--- src/rtl/alu_pkg.sv ---
// Shared opcode encoding and pattern-search geometry for the MIPS ALU.
package alu_pkg;

   typedef enum logic [2:0] {
      AND  = 3'b000,
      OR   = 3'b001,
      ADD  = 3'b010,
      PAT  = 3'b011,
      ANDN = 3'b100,
      ORN  = 3'b101,
      SUB  = 3'b110,
      SLT  = 3'b111
   } alu_op_e;

   localparam int PAT_W   = 16;
   localparam int PAT_WIN = 17;
   localparam int CNT_W   = 5;

endpackage

--- src/rtl/alu_pattern_match.sv ---
// Masked 16-bit pattern search over the 17 windows of a 32-bit word.
// Output layout: match bitmap in [31:15], zeros in [14:5], popcount in [4:0].
module alu_pattern_match
   import alu_pkg::*;
(
   input  logic [31:0] a,
   input  logic [31:0] b,
   output logic [31:0] y
);

   logic [PAT_W-1:0] win;
   logic             match;
   logic [CNT_W-1:0] cnt;

   always_comb begin
      y     = '0;
      cnt   = '0;
      win   = '0;
      match = 1'b0;
      for (int i = 0; i < PAT_WIN; i++) begin
         win   = a[i +: PAT_W];
         // A mask bit of 1 forces that bit position to count as equal.
         match = &((win ~^ b[PAT_W-1:0]) | b[31:PAT_W]);
         y[PAT_W-1+i] = match;
         cnt   = cnt + CNT_W'(match);
      end
      y[CNT_W-1:0] = cnt;
   end

endmodule

--- src/rtl/alu.sv ---
// Single-cycle MIPS datapath ALU with registered result, zero and signed-overflow flags.
module alu
   import alu_pkg::*;
#(
   parameter int N = 32
) (
   input  logic         clk,
   input  logic         rst_n,
   input  logic [N-1:0] A,
   input  logic [N-1:0] B,
   input  logic [2:0]   F,
   output logic [N-1:0] Y,
   output logic         zero,
   output logic         OF
);

   alu_op_e              op_p0;
   logic                 sub_p0;
   logic        [N-1:0]  b_eff_p0;
   logic signed [N-1:0]  sum_p0;
   logic                 ovf_p0;
   logic        [N-1:0]  pat_p0;
   logic        [N-1:0]  y_p0;
   logic                 of_p0;

   assign op_p0    = alu_op_e'(F);
   assign sub_p0   = (op_p0 == SUB) || (op_p0 == SLT);
   assign b_eff_p0 = sub_p0 ? ~B : B;
   assign sum_p0   = $signed(A + b_eff_p0 + N'(sub_p0));
   // Same-sign operands into the adder with a differing result sign covers both ADD and SUB.
   assign ovf_p0   = (A[N-1] == b_eff_p0[N-1]) && (sum_p0[N-1] != A[N-1]);

   generate
      if (N == 32) begin : g_pat
         alu_pattern_match u_pat (
            .a (A),
            .b (B),
            .y (pat_p0)
         );
      end else begin : g_no_pat
         assign pat_p0 = '0;
      end
   endgenerate

   always_comb begin
      y_p0  = '0;
      of_p0 = 1'b0;
      unique case (op_p0)
         AND:  y_p0 = A & B;
         OR:   y_p0 = A | B;
         ADD:  begin y_p0 = sum_p0; of_p0 = ovf_p0; end
         PAT:  y_p0 = pat_p0;
         ANDN: y_p0 = A & ~B;
         ORN:  y_p0 = A | ~B;
         SUB:  begin y_p0 = sum_p0; of_p0 = ovf_p0; end
         SLT:  y_p0 = N'(sum_p0[N-1] ^ ovf_p0);
         default: y_p0 = '0;
      endcase
   end

   // ---- stage p0 -> registered outputs ----
   always_ff @(posedge clk) begin
      if (!rst_n) begin
         Y    <= '0;
         zero <= 1'b1;
         OF   <= 1'b0;
      end else begin
         Y    <= y_p0;
         zero <= (y_p0 == '0);
         OF   <= of_p0;
      end
   end

endmodule

--- config.mk ---
export PLATFORM = sky130hd
export DESIGN_NAME = alu
export DESIGN_NICKNAME = d
export VERILOG_FILES = /design/src/rtl/alu_pkg.sv /design/src/rtl/alu_pattern_match.sv /design/src/rtl/alu.sv
export SDC_FILE = /design/constraint.sdc
export NUM_CORES = 1
export LEC_CHECK = 0
export ABC_CLOCK_PERIOD_IN_PS = 11110
export CORE_MARGIN = 2
export CORE_UTILIZATION = 45
export DETAILED_ROUTE_END_ITERATION = 8
export MAX_ROUTING_LAYER = met4
export PLACE_DENSITY = 0.62
export SYNTH_ARGS = -nofsm -noshare
export SYNTH_HDL_FRONTEND = slang
export SYNTH_HIERARCHICAL = 1
export SYNTH_SLANG_ARGS = --single-unit
--- constraint.sdc ---
create_clock -name clk -period 11.11 [get_ports clk]
set_clock_uncertainty 0.1 [all_clocks]
set_input_delay 3.333 -clock clk [delete_from_list [all_inputs] [get_ports clk]]
set_output_delay 3.333 -clock clk [all_outputs]
set_load 0.01 [all_outputs]
# Yosys cells after proc, flatten, opt, wreduce, memory -nomap -nowiden
# Index checks and enable logic that the tools add are counted.
# totals
word_cells	95
input_bits	69
regBits	34
# op_classes
bitwise_logic	40
reduce_logical	23
n_addsub	18
eq_ne	9
n_mux	2
# op_table
cell	n
16-bit OR	17
16-bit AND reduction	17
16-bit XNOR	17
32-bit case mux with 7 select lines	1
5-bit by 1-bit adder with 5-bit output	15
32-bit AND	2
32-bit OR	2
32-bit by 1-bit adder with 32-bit output	1
32-bit adder	1
32-bit logical NOT	1
32-bit two-way mux	1
32-bit NOT	1
3-bit == test (second input constant)	4
3-bit by 2-bit == test with 1-bit output (second input constant)	2
3-bit by 1-bit == test with 1-bit output (second input constant)	1
3-bit logical NOT	1
1-bit by 1-bit adder with 2-bit output	1
2-bit AND reduction	1
2-bit OR reduction	1
1-bit == test	1
1-bit logical AND	1
1-bit logical OR	1
1-bit inequality test	1
1-bit XOR	1

# Longest topological paths before layout
# logic_depth
depth_word	21
mapped_depth	27

# Modules after synthesis
# The synthesis kept the hierarchy.
# by_module_without_submodules
mod	cells_per_inst	instances	area_per_inst_um2
alu	646	1	4799.6
alu_pattern_match	612	1	4649.5

# Least setup slack after synthesis
# Ideal clock, no wire load.
# synth_path
kind	input to register
start	input port A[19]
end	register zero
path_slack_ns	2.033
arrival_ns	8.881
path_stages	26
cell_sequence	clkbuf_1 buf_4 xnor2_1 o22ai_1 or4_1 nor2_1 fa_1 inv_1 fa_1 fa_1 inv_1 fa_1 inv_1 fa_1 inv_1 fa_1 a21oi_1 nor2b_1 a32o_1 a211oi_1 o2111ai_1 nor4_1 nand4_1 nor4_1 nand4_1 o41ai_2
# synth_via
elab_cells_between_ends	63
cone_classes	add/sub: 15; eq/ne: 1; mux: 1; bitwise: 31; reduce/logical: 15
# synth_lines
element	line	rtl
start, declared	alu.sv:9	input logic [N-1:0] A,
16-bit XNOR	alu_pattern_match.sv:23	match = &((win ~^ b[PAT_W-1:0]) | b[31:PAT_W]);
16-bit OR	alu_pattern_match.sv:23	
16-bit AND reduction	alu_pattern_match.sv:23	
via pat_p0[24]	alu.sv:22	logic [N-1:0] pat_p0;
5-bit by 1-bit adder with 5-bit output (8 in a row)	alu_pattern_match.sv:25	cnt = cnt + CNT_W'(match);
via pat_p0[4]	alu.sv:22	
32-bit case mux with 7 select lines	alu.sv:48	unique case (op_p0)
32-bit logical NOT	alu.sv:69	zero <= (y_p0 == '0);
end signal, assigned	alu.sv:69	
end, declared	alu.sv:13	output logic zero,
# The timed path passes the listed nets, and every way through them passes these cells.
# A chain may end at the register's enable or synchronous reset.

# Final worst setup path
# layout_path
start	input port A[11]
end	register zero
# layout_via
elab_chain_cells	21
elab_cells_between_ends	63
cone_classes	add/sub: 18; eq/ne: 1; mux: 1; bitwise: 29; reduce/logical: 14
# layout_lines
element	line
16-bit XNOR	alu_pattern_match.sv:23
16-bit OR	alu_pattern_match.sv:23
16-bit AND reduction	alu_pattern_match.sv:23
1-bit by 1-bit adder with 2-bit output	alu_pattern_match.sv:25
5-bit by 1-bit adder with 5-bit output (9 in a row)	alu_pattern_match.sv:25
5-bit by 1-bit adder with 5-bit output * (6 in a row)	alu_pattern_match.sv:25
via pat_p0[1]	alu.sv:22
32-bit case mux with 7 select lines *	alu.sv:48
32-bit logical NOT *	alu.sv:69
# The timed path passes the listed nets; every way through them passes the cells marked *.

==> results by group <==
Outcome
  • Status: completed

Drt
  • WL/cell: 25.2 um
  • Final WL: approximately 40000 um
  • Via density: 6.30
  • DR iter-0 viols: slightly above 900
  • DR pass1 iterations: 5
  • Residual DRC: 0
  • DR vias: 9978
  • Routed Antenna Nets: 0

Timing
  • Final setup TNS: 0 ns
  • Hold WS: 3.67 ns
  • Max_slew headroom: 42.2%
  • Final Hold Viols: 0
  • Maximum clock rate: 94.9 MHz
  • Final Max Tran Viols: 0
  • RSZ-0062 raised after global routing: no
  • Fin crit period: roughly 11 ns
  • Period utilization: 94.8%
  • Slew @ Worst Pin: ~0.87 ns
  • Final setup vio count: 0

Power and ir drop
  • Clock power frac: ~17%
  • Logic pwr share: 68.4%
  • Sequential power share: between 10% and 20%
  • Leak: 3.76 nW
  • Switching part of the total: a little under half
  • Power density over the cells: between 80 and 90 mW/mm^2
  • Worst vdd rail ir drop: 0.0580 mV
  • Int Power: 492 uW
  • Switching pwr: between 400 and 500 uW

Floorplan
  • Die H: 149 um
  • IO Count: 103
  • Core box area: 0.0208 sq mm
  • Chip width: between 100 and 150 um
  • Die area: roughly 0.022 sq mm
  • # rows: 53
  • Initial Util: 45.4%

Global route
  • Initial antenna violation count: 1
  • First-pass GRT wire length: roughly 60000 um
  • Largest net degree at the start of global routing: 63
  • Gr usage total: a little over a third
  • Gr ovfl total: 0
  • Vias in the first global route: 9443

Clock network
  • Clock sinks: 34
  • Worst-path clk slew: ~0.060 ns
  • CTS root buf: clkbuf_16
  • Post-CTS Hold Buffers: 0
  • Post-CTS Setup Bufs: 0
  • CTS max path bufs: 2
  • H-Tree Level Count: 2
  • Total CTS buffers: 5
  • CTS tree: done
  • Post-CTS Resized: 0

Setup path
  • CP Max Fanout: 9
  • Worst Setup Path Type: input pin to flop
  • CP Launch Type: input pin
  • Worst setup EP type: flop
  • WP data required: 11.21 ns
  • CP arrival: approximately 11 ns

Synthesis
  • Netlist Area Pre-Place: ~0.0094 sq mm
  • Number of flops mapped to enable cells by yosys: 0
  • Seq/Total Area, Yosys: 7.20%
  • Synth Warn #: 6
  • Ys async rst share: 0%
  • Main synth FF type: dfxtp_1
  • Synth unique cells: 77
  • Mapped Avg Cell Area: 7.51 sq um
  • Synthesized flop and latch total: 34
  • Syn Inst Count: 1258

Worst hold path
  • Worst hold path type: input pin to flop

Final layout
  • Layout net count: around 1400
  • Layout cells sized above 1: 8.48%
  • Syn-to-layout area delta: 15.3%
  • Multi-input gate area: 0.00781 sq mm
  • FF/Latch Area: 681 sq um
  • Fill count: 2066

Placed design
  • PortBufs: 102
  • GPL Wtd Cong: 0.990
  • Post-DP HPWL: roughly 30000 um

Flow run
  • Max_cap viols: 0
==> cells by family (layout without fill, tap and decap cells) <==
kind of cell | count (synthesis) | count (layout) | synth area share (%)
AOI/OAI and AO/OA | 357 | 357 | 25.6
xor gates and xnor gates | 348 | 348 | 32.3
and+or+nand+nor | 260 | 260 | 14.2
buffers and inverters | 184 | 226 | 10.5
adders and majority gates | 69 | 69 | 9.51
DFF | 34 | 34 | 7.20
muxes | 5 | 5 | 0.543
other | 1 | 11 | 0.0397
==> final timing paths <==
kind	from	end	slack, ns	cells after the start
setup / recovery	A[11]	zero	0.58	25
hold / removal	rst_n	zero	3.67	3
==> cell usage after synthesis (17+ instances only) <==
master    instances  area (sq um)
a22oi_1          17           128
ha_1             35           438
dfxtp_1          34           681
o21ai_0          31           155
buf_4            20           150
nor2b_1          22           138
nand2_1          55           206
inv_1            30           113
a21oi_1          45           225
xor2_1           42           368
nor3_1           20           100
nor2_1           53           199
nor4_1           28           175
buf_6            19           214
clkbuf_1         44           165
and2_1           24           150
maj3_1           22           220
o22ai_1         143           895
xnor2_1         305          2670
buf_2            48           240
==> cell usage in the layout (no fill, tap or decap), drive strengths merged, types with 24 or more instances in the layout <==
master and n:
clkdlybuf4s50 100, xor2 42, buf 87, nand2 55, ha 35, xnor2 306
o21ai 34, a21oi 47, and2 24, dfxtp 34, nor2 53, inv 30
o22ai 143, nor4 28
==> through the flow <==
step | worst slack [ns] | instances | power [mW] | area (sq um) | util (%)
floorplan | 2.03 | 1267 | 0.562 | 9480 | -
global placement | 0.558 | 1576 | 0.750 | 10700 | 51.6
detailed placement | 0.488 | 1576 | 0.748 | 10700 | 51.6
CTS | 0.758 | 1584 | 0.904 | 10900 | 52.3
global route | 0.0616 | 1585 | 0.966 | 10900 | 52.3
finish | 0.578 | 1585 | 0.912 | 10900 | 52.3
==> flip-flops by register name, summed over array words and instances, names as in the netlist <==
| signal | flops |
|---|---|
| Y | 32 |
| zero | 1 |
| OF | 1 |
==> area by class of cell <==
type	count	share of cell area, %
Antenna cell	1	0.0230
Sequential cell	34	6.25
Tap cell	275	3.16
Clock inverter	2	0.115
Timing Repair Buffer	187	16.4
Inverter	31	1.07
Multi-Input combinational cell	1049	71.7
Clock buffer	6	1.27
==> critical path, cell delays in order <==
cell and delay, ns:
clkdlybuf4s50_1 0.79, buf_4 0.30, xnor2_1 0.13, o22ai_1 0.09, nor4_1 0.55, nand2_1 0.17
fa_1 0.53, fa_1 0.44, fa_1 0.50, inv_1 0.05, fa_1 0.50, inv_1 0.06
fa_1 0.35, inv_1 0.11, fa_1 0.41, nand3_1 0.11, o221ai_1 0.15, a211oi_1 0.27
o2111ai_1 0.28, nor4_1 0.34, nand4_1 0.22, nor4_1 0.34, buf_4 0.18, nand4_1 0.10
o41ai_2 0.29
==> power groups by stage <==
stage | combinational [mW] | sequential [mW] | clock (mW)
after floorplan | 0.415 | 0.147 | 0
after global placement | 0.609 | 0.140 | 0
after detailed placement | 0.608 | 0.141 | 0
after CTS | 0.611 | 0.138 | 0.154
after global routing | 0.668 | 0.139 | 0.158
final | 0.624 | 0.138 | 0.151
==> per-layer routing <==
layer  global-route usage, %  routed length (um)  vias to the layer above  part of all wire, %
met4                    14.4                1750                        0                  4.4
met5                       -                   0                        -                    0
met2                    57.6               18200                      569                   46
met3                    6.09                3440                      114                  8.6
li1                        -                   -                     4561                    -
met1                    46.9               16500                     4734                   41
(Power assumes the default switching activity.)
